## src/rtl/mem_arb_types.sv

```systemverilog
// rtl/mem_arb_types.sv - arbiter states and priority mode constants
package mem_arb_types;

  typedef enum logic [1:0] {ARB_IDLE, ARB_ISSUE, ARB_WAIT, ARB_DELIVER} ArbStates;

  localparam int PRIO_RR    = 0;
  localparam int PRIO_FIXED = 1;

endpackage

```

## src/rtl/top_level_types.sv

```systemverilog
// rtl/top_level_types.sv - shared ISA core / memory port types
package top_level_types;

  typedef enum logic {me_rd, me_wr} ME_AccessType;
  typedef enum logic [1:0] {mt_b, mt_h, mt_w, mt_x} ME_MaskType;

  typedef struct packed {
    logic [31:0]  addrin;
    logic [31:0]  datain;
    ME_MaskType   mask;
    ME_AccessType req;
  } CUtoME_IF;

  typedef struct packed {
    logic [31:0] loadeddata;
  } MEtoCU_IF;

endpackage

```

## src/rtl/mem_arb_pick.sv

```systemverilog
// rtl/mem_arb_pick.sv - two-way winner selection from the request notifies
module mem_arb_pick (
  input  logic notify0,
  input  logic notify1,
  input  logic last_grant,
  input  logic prio_mode,
  output logic grant_valid,
  output logic grant_idx
);

  always_comb begin
    grant_valid = notify0 | notify1;
    grant_idx   = 1'b0;
    // Ties go to whoever was not served last, unless master 0 is pinned as winner
    if (notify0 && notify1) begin
      grant_idx = prio_mode ? 1'b0 : ~last_grant;
    end else if (notify1) begin
      grant_idx = 1'b1;
    end
  end

endmodule

```

## src/rtl/mem_port_arbiter.sv

```systemverilog
// rtl/mem_port_arbiter.sv - shares one memory port between two masters, one transaction at a time
module mem_port_arbiter
  import top_level_types::*;
  import mem_arb_types::*;
#(
  parameter int PRIO_MODE = PRIO_RR
) (
  input  logic     clk,
  input  logic     rst,
  input  CUtoME_IF req0_in,
  input  logic     req0_in_notify,
  output logic     req0_in_sync,
  output MEtoCU_IF rsp0_out,
  input  logic     rsp0_out_notify,
  output logic     rsp0_out_sync,
  input  CUtoME_IF req1_in,
  input  logic     req1_in_notify,
  output logic     req1_in_sync,
  output MEtoCU_IF rsp1_out,
  input  logic     rsp1_out_notify,
  output logic     rsp1_out_sync,
  output CUtoME_IF mem_req,
  output logic     mem_req_notify,
  input  logic     mem_req_sync,
  input  MEtoCU_IF mem_rsp,
  output logic     mem_rsp_notify,
  input  logic     mem_rsp_sync,
  output logic     busy,
  output logic     owner
);

  ArbStates state, stateNext;
  logic     lastGrant;
  logic     grantValid;
  logic     grantIdx;
  logic     take;
  logic     ownerRspReady;

  mem_arb_pick uPick (
    .notify0    (req0_in_notify),
    .notify1    (req1_in_notify),
    .last_grant (lastGrant),
    .prio_mode  (PRIO_MODE == PRIO_FIXED),
    .grant_valid(grantValid),
    .grant_idx  (grantIdx)
  );

  // Requests are only accepted while idle; a waiting master stalls with notify held
  assign take          = (state == ARB_IDLE) && grantValid;
  assign req0_in_sync  = take && !grantIdx;
  assign req1_in_sync  = take && grantIdx;
  assign ownerRspReady = owner ? rsp1_out_notify : rsp0_out_notify;
  assign busy          = (state != ARB_IDLE);

  always_comb begin
    stateNext = state;
    case (state)
      ARB_IDLE:    if (grantValid)    stateNext = ARB_ISSUE;
      ARB_ISSUE:   if (mem_req_sync)  stateNext = ARB_WAIT;
      ARB_WAIT:    if (mem_rsp_sync)  stateNext = ARB_DELIVER;
      ARB_DELIVER: if (ownerRspReady) stateNext = ARB_IDLE;
      default:                        stateNext = ARB_IDLE;
    endcase
  end

  always_ff @(posedge clk or posedge rst) begin
    if (rst) begin
      state          <= ARB_IDLE;
      mem_req        <= '{addrin: 32'h0, datain: 32'h0, mask: mt_w, req: me_rd};
      mem_req_notify <= 1'b0;
      mem_rsp_notify <= 1'b0;
      rsp0_out       <= '0;
      rsp1_out       <= '0;
      rsp0_out_sync  <= 1'b0;
      rsp1_out_sync  <= 1'b0;
      owner          <= 1'b0;
      lastGrant      <= 1'b1;
    end else begin
      state <= stateNext;
      case (state)
        ARB_IDLE: begin
          if (grantValid) begin
            mem_req        <= grantIdx ? req1_in : req0_in;
            mem_req_notify <= 1'b1;
            owner          <= grantIdx;
          end
        end
        ARB_ISSUE: begin
          if (mem_req_sync) begin
            mem_req_notify <= 1'b0;
            mem_rsp_notify <= 1'b1;
          end
        end
        ARB_WAIT: begin
          // Only the owner's response register is touched; the other keeps its last data
          if (mem_rsp_sync) begin
            mem_rsp_notify <= 1'b0;
            if (owner) begin
              rsp1_out      <= mem_rsp;
              rsp1_out_sync <= 1'b1;
            end else begin
              rsp0_out      <= mem_rsp;
              rsp0_out_sync <= 1'b1;
            end
          end
        end
        ARB_DELIVER: begin
          if (ownerRspReady) begin
            rsp0_out_sync <= 1'b0;
            rsp1_out_sync <= 1'b0;
            lastGrant     <= owner;
          end
        end
        default: ;
      endcase
    end
  end

endmodule

```

## config.mk

```make
export PLATFORM = sky130hd
export DESIGN_NAME = mem_port_arbiter
export DESIGN_NICKNAME = d
export VERILOG_FILES = /design/src/rtl/mem_arb_types.sv /design/src/rtl/top_level_types.sv /design/src/rtl/mem_arb_pick.sv /design/src/rtl/mem_port_arbiter.sv
export SDC_FILE = /design/constraint.sdc
export NUM_CORES = 1
export LEC_CHECK = 0
export ABC_AREA = 0
export BUFFER_PORTS_ARGS = -buffer_cell sky130_fd_sc_hd__buf_4
export CORE_ASPECT_RATIO = 0.75
export CORE_MARGIN = 2
export CORE_UTILIZATION = 45
export DETAILED_ROUTE_END_ITERATION = 6
export PLACE_DENSITY = 0.79
export SYNTH_ARGS = -nofsm -noshare
export SYNTH_HDL_FRONTEND = slang
export SYNTH_SLANG_ARGS = --single-unit
```

## constraint.sdc

```tcl
create_clock -name clk -period 4.3 [get_ports clk]
set_clock_uncertainty 0.05 [all_clocks]
set_input_delay 0.215 -clock clk [delete_from_list [all_inputs] [get_ports clk]]
set_output_delay 0.215 -clock clk [all_outputs]
set_load 0.005 [all_outputs]
```

== Word-level counts from Yosys, hierarchy flattened ==
Index checks and enable logic that the tools add are counted.
Word-level totals
  flip-flop bits (word level): 139
  output and inout bits: 139
  logic and storage cells: 66
Cells by class
  equal/unequal tests: 9
  multiplexer cells: 22
  bitwise gates (word level): 3
  reduce and logical (&&, ||, !) cells: 19
Operators with widths (number)
  $mux 67: 1
  $mux 1: 12
  $ne 2x2->1 const B: 6
  $reduce_and 3->1: 4
  $reduce_and 4->1: 3
  $mux 2: 4
  $pmux 1 s2: 4
  $pmux 2 s4: 1
  $reduce_bool 2->1: 4
  $eq 2x2->1 const B: 2
  $logic_and 1x1->1: 4
  $reduce_and 2->1: 2
  $eq 2x1->1 const B: 1
  $logic_not 2->1: 1
  $not 1->1: 2
  $logic_not 1->1: 1
  $or 1x1->1: 1

== Depth between registers and ports, before layout ==
Gate-level depths: netlist of run 1.
  depth in word-level cells: 4
  gate-level depth with buffers: 7
  gate-level depth less buffers: 6

== Hierarchy ==
Synthesis of run 1 repeated with hierarchy kept, for this count alone.
Unflattened totals
  cell total of the unflattened synthesis: 490
  area, all modules: 6000.8 um^2
Modules (own cells, without submodules)
  mem_port_arbiter: times used 1, cells an instance 487, area an instance 5983.2 um^2, seq. area each 3480.8 um^2
  mem_arb_pick: times used 1, cells an instance 3, area an instance 17.5 um^2, seq. area each 0.0 um^2

== Worst setup path after synthesis of run 1 ==
OpenSTA, ideal clock, no wires.
  path type: register to register
  start point: register state[0]
  end point: register rsp0_out[0] in the netlist's numbering
  setup time: 125 ps
  arrival time: 1555 ps
  path slack: 2570 ps
  stages on the path, launching flop included: 7
  path buffers: 2
  clock period less this slack: 1730 ps
  path through: dfrtp_1 > inv_1 > ha_1 > buf_2 > nand3b_1 > buf_2 > mux2_2
Between the ends
  longest elaborated chain between the ends: 2
Ends and longest elaborated chain
  start, declared: RTL line mem_port_arbiter.sv:32  | ArbStates state, stateNext;
  start signal, assigned: RTL line mem_port_arbiter.sv:79  | state <= stateNext;
  $eq 2x2->1: RTL line mem_port_arbiter.sv:80  | case (state)
  $reduce_and 3->1 (no source line)
  end signal, assigned: RTL line mem_port_arbiter.sv:102  | rsp0_out <= mem_rsp;
  end, declared: RTL line mem_port_arbiter.sv:13  | output MEtoCU_IF rsp0_out,
Every way passes these cells.
A chain may end at the register's enable or synchronous reset.

== Final worst setup path of run 1 ==
  start point: register lastGrant
  end point: register mem_req[52] in the netlist's numbering
Between the ends
  longest elaborated chain between the ends: 3
Ends and longest elaborated chain
  start, declared: RTL line mem_port_arbiter.sv:33  | logic lastGrant;
  start signal, assigned: RTL line mem_port_arbiter.sv:111  | lastGrant <= owner;
  $not 1->1: RTL line mem_arb_pick.sv:16  | grant_idx = prio_mode ? 1'b0 : ~last_grant;
  $mux 1: RTL line mem_arb_pick.sv:15  | if (notify0 && notify1) begin
  $mux 67: RTL line mem_port_arbiter.sv:83  | mem_req <= grantIdx ? req1_in : req0_in;
  end signal, assigned: RTL line mem_port_arbiter.sv:69  | mem_req <= '{addrin: 32'h0, datain: 32'h0, mask: mt_w, req: me_rd};
  end signal, assigned: RTL line mem_port_arbiter.sv:83
  end, declared: RTL line mem_port_arbiter.sv:22  | output CUtoME_IF mem_req,
Every way passes these cells.

==> impl_metrics.csv, run 1 <==
group,metric,value,unit
outcome,outcome,"finished with violations",
cells_and_area,nets,1046,
floorplan,row_count,35,
floorplan,io_pins,313,
logic_synthesis,synth_cell_types,27,
timing,setup_tns,0,ps
timing,slew-limit-headroom,0.2633,
min_path,hp-start,"req1_in[37]",
timing,drv_slew,0,
timing,min_period,3355,ps
setup_path,ff2ff_setup_slack,950,ps
power_and_ir_drop,irDropWorstVdd,0.4217,mV
grt,antenna_found_initial,0,
setup_path,critPathSlowestCell,"and2_2",
cts,cts.reportedPaths.clkPinSlew,70,ps
grt,grt_pass1_vias,5755,
setup_path,r2r_cells,5,
timing,finalSetupViolations,0,
min_path,worst_hold_path.num_cells,3,
setup_path,crit_chain,"a21boi_2, and2_2, a222oi_1, dlygate4sd3_1, inv_1",
power_and_ir_drop,total_power,6.810,mW
logic_synthesis,syn_area,5695,um^2
timing,hold_viol,0,
min_path,hold_path.class,"in2reg",
floorplan,fp.dieH,101.4,um
logic_synthesis,seq_area_frac_synth,0.6112,
cts,cts_setup_buffers,0,
timing,tightest_slew,1105,ps
place,portBuffers,312,
timing,rsz0062_at_grt,"no",
floorplan,dieWidth,133.9,um
floorplan,dieArea,13580,um^2
setup_path,critPathKind,"reg2reg",
cts,clkLatencyLatePin,410,ps
cells_and_area,antenna_cells,0,
setup_path,required,4590,ps
place,place_hpwl,11960,um
setup_path,slowest_delay,1020,ps
timing,fin_crit_sh,0.7802,
min_path,hold_path_end,"mem_req[37]",
cells_and_area,finish.utilization,0.8128,
routing,drc,2,
routing,drt_wl_total,20040,um
routing,detail_route.wl_per_cell,19.21,um
setup_path,crit_arrival,3640,ps
power_and_ir_drop,pwr_density_cell,680.8,nW/um^2
setup_path,worstReg2RegEnd,"mem_req[52]",
routing,via_per_inst,5.346,
setup_path,r2r-start,"lastGrant",
setup_path,crit_path_start_kind,"flop",
cells_and_area,drive_gt1_frac,0.4800,
cells_and_area,fillCellCount,663,
place,placed_area,8148,um^2
grt,grt_overflow_total,0,
setup_path,end_kind,"flop",
cells_and_area,final_area,10000,um^2
cts,clk_path_buf_depth,2,
routing,drt_iter0_drc,718,
logic_synthesis,syn_inst,429,
floorplan,initial_core_util,0.4628,
grt,grtUsageTotal,0.2878,
cells_and_area,area_growth,75.62,%
logic_synthesis,avgSynthCellArea,13.28,um^2
cts,clock-sinks,139,
cts,cts_buffers,17,
cts,cts_root_buffer,"clkbuf_16",
outcome,violations,"DRC",
grt,grt_pass1_wl,30020,um
grt,grt_max_degree,103,
setup_path,cp_max_fo,56,
place,place_ws,1620,ps
setup_path,cp-startpoint,"lastGrant",
logic_synthesis,syn_nets,611,
routing,antenna_left,0,
power_and_ir_drop,p_leak,5.126,nW
logic_synthesis,ys_warn_count,0,
place,routabilityCongestion,0.8151,
timing,fmax,0.2981,GHz
cts,cts_tree,"built",
timing,setup_ws,945.1,ps
logic_synthesis,synth-seq-cells,139,
floorplan,core,12310,um^2
routing,dr_total_vias,5576,
run,max_cap_violations,0,
routing,dr.pass1.iters,7,
cts,htreeDepth,4,
-- registers in the layout, summed over array words and instances (netlist names), 2 cells and up --
register,flops
mem_req,67
rsp0_out,32
rsp1_out,32
state,2
-- critical path, delay by kind of cell, from the launching register on --
family	cells	cell delay, ps
flops	1	390
buf+inv	2	720
compound gates	2	1070
simple gates	1	1020
-- power breakdown --
group          leakage (nW)  switching [mW]  total (mW)  internal [mW]
registers              1.69           0.411        2.37           1.96
logic                  3.17            1.20        3.03           1.83
clock network         0.267           0.587        1.41          0.822
total                  5.13            2.20        6.81           4.61
-- layout by cell type (no fill, tap or decap), types with 2 or more instances in the layout --
master | synthesis | layout
a21o_1 | 2 | 2
a21oi_1 | 5 | 5
a222oi_1 | 54 | 54
buf_4 | 1 | 316
clkbuf_16 | 0 | 17
clkinvlp_4 | 0 | 5
dfrtp_1 | 137 | 137
dfstp_2 | 2 | 2
dlygate4sd3_1 | 0 | 126
ha_1 | 8 | 8
inv_1 | 62 | 61
inv_6 | 0 | 7
mux2_2 | 65 | 65
mux2i_1 | 16 | 16
nand2_1 | 17 | 17
nand2b_1 | 2 | 2
nand3_1 | 3 | 3
nor2_1 | 3 | 3
o21ai_0 | 17 | 17
-- worst max-delay path by stage --
stage | to | slack [ps]
after global routing | mem_req[49] | 770
after global placement | mem_req[42] | 1800
after detailed placement | mem_req[55] | 1620
final | mem_req[52] | 950
after CTS | mem_req[41] | 1070
after floorplan | mem_req[0] | 310
-- metrics by stage --
step                hold WS [ps]  instances
floorplan                  308.5        429
global placement           394.5        884
detailed placement         399.6        884
CTS                       0.7063       1042
global route               8.263       1043
finish                     9.910       1043
-- metal layers --
layer / vias up / track usage / share of wire
met2: 333 / 0.5215 / 0.52
met3: 69 / 0.07558 / 0.075
met5: - / 0 / 0
met1: 2735 / 0.3099 / 0.36
li1: 2439 / - / -
met4: 0 / 0.1628 / 0.047
-- synthesized netlist by cell type --
| cell type | n | share of area |
|---|---|---|
| mux2i_1 | 16 | 0.028 |
| buf_4 | 1 | 0.0013 |
| and2_1 | 1 | 0.0011 |
| a31oi_1 | 1 | 0.0011 |
| dfrtp_1 | 137 | 0.60 |
| nand2b_1 | 2 | 0.0022 |
| nand3_1 | 3 | 0.0026 |
| o21ai_1 | 1 | 0.00088 |
| buf_2 | 8 | 0.0070 |
| o22ai_1 | 1 | 0.0011 |
| a32oi_1 | 1 | 0.0015 |
| a21oi_2 | 1 | 0.0015 |
| o21ai_0 | 17 | 0.015 |
| a222oi_1 | 54 | 0.095 |
| a21o_1 | 2 | 0.0026 |
| a21boi_2 | 1 | 0.0020 |
| a21oi_1 | 5 | 0.0044 |
| clkbuf_1 | 13 | 0.0086 |
| ha_1 | 8 | 0.018 |
| dfstp_2 | 2 | 0.0092 |
| mux2_2 | 65 | 0.13 |
| buf_6 | 5 | 0.0099 |
| nor2_1 | 3 | 0.0020 |
| o31a_1 | 1 | 0.0015 |
| nand3b_1 | 1 | 0.0013 |
| nand2_1 | 17 | 0.011 |
| inv_1 | 62 | 0.041 |
-- area by class of cell --
cell class,instances,area (um^2),share of cell area
tap,166,207.7,0.02077
multi-input combinational,201,1849,0.1849
sequential,139,3481,0.3480
clock buffer,18,439.2,0.04391
timing repair buffer,443,3654,0.3653
clock inverter,14,133.9,0.01338
inverter,62,237.7,0.02377
-- what timing repair did --
| action | CTS | global route |
|---|---|---|
| resized for setup | 0 | 0 |
| hold buffers | 126 | 0 |
| endpoints found under the hold margin | 194 | 0 |
-- cell families after synthesis --
group                    count (synthesis)  share of synthesized area
buffers and inverters                   89                    0.06766
AND/OR/NAND/NOR                         27                    0.02043
AO/OA/AOI/OAI                           85                     0.1265
adder cells (fa/ha/maj)                  8                    0.01758
flip-flops                             139                     0.6112
multiplexers                            81                     0.1566
Note: power is estimated with default switching activity, not from simulation.
==> run 2, diff against run 1 <==
--- a/config.mk
+++ b/config.mk
@@ -9,9 +9,9 @@
 export BUFFER_PORTS_ARGS = -buffer_cell sky130_fd_sc_hd__buf_4
 export CORE_ASPECT_RATIO = 0.75
 export CORE_MARGIN = 2
-export CORE_UTILIZATION = 45
+export CORE_UTILIZATION = 40
 export DETAILED_ROUTE_END_ITERATION = 6
-export PLACE_DENSITY = 0.79
+export PLACE_DENSITY = 0.74
 export SYNTH_ARGS = -nofsm -noshare
 export SYNTH_HDL_FRONTEND = slang
 export SYNTH_SLANG_ARGS = --single-unit
==> constraint.sdc (replaced) <==
create_clock -name clk -period 3 [get_ports clk]
set_clock_uncertainty 0.05 [all_clocks]
set_input_delay 0.15 -clock clk [delete_from_list [all_inputs] [get_ports clk]]
set_output_delay 0.15 -clock clk [all_outputs]
set_load 0.005 [all_outputs]
==> impl_metrics.csv, run 2 (synthesized netlist as in run 1, its figures left out) <==
group,metric,value,unit
cts,cts_tree,"built",
cells_and_area,largest_reg_flops,67,
timing,hold_viol,0,
setup_path,crit_path_start_kind,"flop",
timing,fmax,0.3622,GHz
cells_and_area,final_cells,1088,
routing,antenna_left,0,
setup_path,worstReg2RegEnd,"mem_req[50]",
setup_path,required,3240,ps
grt,grtUsageTotal,0.2729,
cells_and_area,finish.utilization,0.7560,
place,place_ws,868.7,ps
setup_path,crit_arrival,3000,ps
place,routabilityCongestion,0.8608,
power_and_ir_drop,total_power,10.08,mW
routing,dr.pass1.iters,7,
grt,antenna_found_initial,0,
cts,clkLatencyLatePin,410,ps
timing,slew-limit-headroom,0.3172,
outcome,violations,"DRC",
cells_and_area,nets,1082,
cts,ctsHoldBuffers,158,
timing,setup_ws,238.7,ps
routing,drc,10,
power_and_ir_drop,pwr-share-clk,0.213,
power_and_ir_drop,p_sw,3.193,mW
cts,cts_buffers,17,
timing,hold-worst-slack,6.028,ps
grt,grt_pass1_vias,6137,
timing,min_period,2761,ps
floorplan,row_count,37,
place,portBuffers,312,
routing,drt_wl_total,20590,um
timing,rsz0062_at_grt,"no",
cts,clock-sinks,139,
setup_path,cp-startpoint,"state[0]",
cts,clk_path_buf_depth,2,
routing,via_per_inst,5.220,
cells_and_area,area_growth,83.13,%
power_and_ir_drop,p_leak,5.316,nW
cts,cts_root_buffer,"clkbuf_16",
cells_and_area,reg.largest.list,"mem_req x67, rsp0_out x32, rsp1_out x32",
cells_and_area,fillCellCount,860,
cells_and_area,antenna_cells,0,
floorplan,core,13800,um^2
cts,cts.reportedPaths.clkPinSlew,60,ps
cts,cts_resized,0,
cts,htreeDepth,4,
grt,grt_overflow_total,0,
power_and_ir_drop,internal-power,6.886,mW
grt,grt_max_degree,57,
min_path,hold_path.class,"in2reg",
setup_path,r2r_cells,7,
timing,drv_slew,0,
setup_path,end_kind,"flop",
grt,grt_pass1_wl,32180,um
floorplan,dieWidth,141.8,um
timing,fin_crit_sh,0.9204,
routing,detail_route.wl_per_cell,18.93,um
timing,tightest_slew,1020,ps
cells_and_area,final_area,10430,um^2
power_and_ir_drop,pwr_density_cell,966.3,nW/um^2
power_and_ir_drop,netSwitchingFraction,0.3168,
place,placed_area,8233,um^2
floorplan,dieArea,15220,um^2
timing,finalSetupViolations,0,
setup_path,ff2ff_setup_slack,240,ps
setup_path,cp_max_fo,44,
place,place_hpwl,12300,um
cells_and_area,regMostFlops,"mem_req",
setup_path,critPathKind,"reg2reg",
floorplan,io_pins,313,
setup_path,crit_end,"mem_req[50]",
cells_and_area,drive_gt1_frac,0.4655,
outcome,outcome,"finished with violations",
routing,dr_total_vias,5679,
power_and_ir_drop,p_seq_frac,0.337,
routing,drt_iter0_drc,499,
run,max_cap_violations,0,
setup_path,r2r-start,"state[0]",
timing,setup_tns,0,ps
cells_and_area,final_common_cell,"buf_4",
cells_and_area,final_cell_mix,"buf_4, dlygate4sd3_1, dfrtp_1, mux2_2, inv_1",
power_and_ir_drop,irDropWorstVdd,0.5849,mV
place,place_inst,898,
cts,cts_setup_buffers,0,
floorplan,initial_core_util,0.4128,
floorplan,fp.dieH,107.3,um
power_and_ir_drop,p_comb_frac,0.450,
[run 2: cell count changes in the layout (fill, tap and decap cells not counted)]
cell           delta
clkbuf_8          +2
buf_4             +2
clkinvlp_4        -3
clkinv_2          -1
buf_12            +2
bufinv_16         +1
inv_8             +1
dlygate4sd3_1    +32
[run 2: cell type report]
type	count	area, um^2	share of cell area
timing repair buffer	479	4029	0.3863
sequential	139	3481	0.3337
multi-input combinational	201	1849	0.1773
clock buffer	20	466.7	0.04475
inverter	62	236.5	0.02267
tap	175	219.0	0.02099
clock inverter	12	148.9	0.01428
[run 2: how the worst min path moves through the flow]
stage                      startpoint           end  slack [ps]  depth (start not counted)
after global routing       req0_in[7]    mem_req[7]          20                          3
after detailed placement          rst  rsp0_out[22]         210                          2
after CTS                  req1_in[7]    mem_req[7]         0.3                          3
final                      req0_in[7]    mem_req[7]           6                          3
after floorplan           req0_in[11]   mem_req[11]         240                          2
after global placement            rst  rsp0_out[22]         200                          2
[run 2: power groups by stage]
stage	sequential, mW	clock (mW)	combinational, mW
after CTS	3.36	2.19	4.41
after floorplan	3.37	0	1.58
after global placement	3.32	0	3.53
after detailed placement	3.38	0	3.65
final	3.40	2.15	4.53
after global routing	3.49	2.27	4.89
[run 2: layer usage]
layer	vias up	track usage	part of all wire
met5	-	0	0
met1	2820	0.3009	0.37
met4	0	0.1179	0.030
met3	49	0.07473	0.069
met2	293	0.4965	0.53
li1	2517	-	-
[run 2: worst max-delay path, stage by stage (launching register included)]
cell           delay [ps]
dfrtp_1               430
inv_1                 170
ha_1                  280
o21ai_4               300
buf_4                 380
a222oi_1              350
dlygate4sd3_1         620
inv_1                  50
==> run 3, diff against run 2 <==
--- a/config.mk
+++ b/config.mk
@@ -9,9 +9,9 @@
 export BUFFER_PORTS_ARGS = -buffer_cell sky130_fd_sc_hd__buf_4
 export CORE_ASPECT_RATIO = 0.75
 export CORE_MARGIN = 2
-export CORE_UTILIZATION = 40
+export CORE_UTILIZATION = 25
 export DETAILED_ROUTE_END_ITERATION = 6
-export PLACE_DENSITY = 0.74
+export PLACE_DENSITY = 0.5
 export SYNTH_ARGS = -nofsm -noshare
 export SYNTH_HDL_FRONTEND = slang
 export SYNTH_SLANG_ARGS = --single-unit
==> impl_metrics.csv, run 3 (synthesized netlist as in run 1, its figures left out) <==
group,metric,value,unit
outcome,outcome,"finished with violations",
outcome,violations,"DRC",
timing,setup_ws,309.6,ps
grt,grt_util_met3,0.05631,
grt,use_met2,0.2834,
setup_path,cpMostUsedCell,"inv_1",
grt,grtUsageTotal,0.1589,
floorplan,fp.dieH,134.7,um
timing,finalSetupViolations,0,
routing,via_per_inst,4.538,
grt,grt_pass1_vias,5784,
setup_path,end_kind,"flop",
floorplan,row_count,47,
setup_path,crit_end,"mem_req[48]",
routing,drc,9,
cts,clk_path_buf_depth,2,
setup_path,r2r_cells,7,
floorplan,initial_core_util,0.2562,
cells_and_area,reg.largest.list,"mem_req x67, rsp0_out x32, rsp1_out x32",
cells_and_area,final_cell_mix,"buf_4, dlygate4sd3_1, dfrtp_1, mux2_2, inv_1",
setup_path,ff2ff_setup_slack,310,ps
cts,htreeDepth,4,
setup_path,critPathKind,"reg2reg",
floorplan,dieWidth,178.3,um
power_and_ir_drop,irDropWorstVdd,0.4913,mV
place,place_ws,666.7,ps
min_path,hold_path.class,"in2reg",
timing,rsz0062_at_grt,"no",
routing,antenna_left,0,
routing,dr_total_vias,5496,
setup_path,crit_path_start_kind,"flop",
cts,cts.reportedPaths.clkPinSlew,60,ps
cts,cts_tree,"built",
cts,clkLatencyLatePin,410,ps
grt,grt_max_degree,140,
cells_and_area,final_common_cell,"buf_4",
floorplan,dieArea,24020,um^2
place,place_hpwl,12850,um
cts,cts_root_buffer,"clkbuf_16",
place,portBuffers,312,
timing,setup_tns,0,ps
timing,slew-limit-headroom,0.2342,
grt,grtUsageMet1,0.1804,
setup_path,critPathSlowestCell,"dlygate4sd3_1",
timing,tightest_slew,1144,ps
routing,drt_iter0_drc,323,
place,placed_area,8354,um^2
setup_path,worstReg2RegEnd,"mem_req[48]",
cts,clock-sinks,139,
cells_and_area,nets,1086,
place,routabilityCongestion,0.7552,
run,max_cap_violations,0,
setup_path,cp_max_fo,39,
setup_path,slowest_delay,620,ps
timing,drv_slew,0,
power_and_ir_drop,p_leak,5.314,nW
grt,antenna_found_initial,0,
timing,hold_viol,0,
cells_and_area,drive_gt1_frac,0.4635,
floorplan,core,22230,um^2
cts,cts_buffers,17,
grt,top_usage_layer,"met2",
timing,fin_crit_sh,0.8968,
setup_path,required,3250,ps
setup_path,crit_chain,"inv_1, ha_1, o21ai_4, buf_4, a222oi_1, dlygate4sd3_1, inv_1",
cells_and_area,antenna_cells,0,
floorplan,io_pins,313,
timing,fmax,0.3717,GHz
cells_and_area,regMostFlops,"mem_req",
setup_path,cp-startpoint,"state[0]",
routing,detail_route.wl_per_cell,16.20,um
routing,drt_wl_total,19620,um
setup_path,r2r-start,"state[0]",
cells_and_area,largest_reg_flops,67,
timing,min_period,2690,ps
cells_and_area,area_growth,86.14,%
power_and_ir_drop,pwr_density_cell,938.2,nW/um^2
grt,grt_pass1_wl,29970,um
setup_path,crit_arrival,2940,ps
cells_and_area,final_area,10600,um^2
power_and_ir_drop,total_power,9.947,mW
routing,dr.pass1.iters,7,
grt,grt_overflow_total,0,
[run 3: cell count changes in the layout (fill, tap and decap cells not counted), sizes merged]
cell,delta
clkinv,+1
inv,-2
clkinvlp,+2
dlygate4sd3,+5
clkbuf,-1
buf,-1
[run 3: worst min path at each step]
stage / slack (ps) / from / endpoint / cells after the start
6_report: 30 / req0_in[9] / mem_req[9] / 3
3_5_place_dp: 340 / req0_in[64] / mem_req[64] / 3
4_1_cts: 10 / req0_in[2] / mem_req[2] / 3
2_1_floorplan: 240 / req0_in[11] / mem_req[11] / 2
5_1_grt: 9 / req0_in[9] / mem_req[9] / 3
3_3_place_gp: 330 / req0_in[33] / mem_req[33] / 3
[run 3: layout make-up]
| type | instances | area, um^2 |
|---|---|---|
| fillers | 2029 | 11630 |
| multi-input cells | 201 | 1862 |
| inverters | 62 | 236.5 |
| clock inverters | 13 | 155.1 |
| repair buffers | 483 | 4046 |
| flip-flops and latches | 139 | 3481 |
| well taps | 294 | 367.9 |
| clock buffers | 19 | 452.9 |
[run 3: what timing repair did]
item / in CTS / in global routing
hold buffers: 163 / 0
gates resized for setup: 0 / 1
buffers inserted: 0 / 0
setup endpoints to repair: 0 / 54
hold endpoints to repair: 259 / 0
[run 3: critical path: cells and delay by family, from the launching register on]
family	cells	cell delay, ps
buffers and inverters	4	1160
AO/OA/AOI/OAI	2	600
flip-flops	1	440
adder cells (fa/ha/maj)	1	290
[run 3: metrics by stage]
step | cells | util | hold slack, ps
global route | 1211 | 0.4769 | 8.877
detailed placement | 1016 | 0.3758 | 337.1
CTS | 1211 | 0.4766 | 10.49
finish | 1211 | 0.4769 | 29.75
floorplan | 429 | - | 243.5
global placement | 1016 | 0.3758 | 328.2
[run 3: power by group]
group          leakage, nW  total, mW  switching (mW)  internal [mW]
sequential            1.69       3.37           0.558           2.81
clock                0.290       2.15           0.862           1.29
combinational         3.33       4.43            1.67           2.76
[run 3: layer usage]
layer | wire length [um] | vias up
met5 | 0 | -
li1 | - | 2520
met2 | 9841 | 243
met3 | 1608 | 32
met4 | 407 | 0
met1 | 7767 | 2701
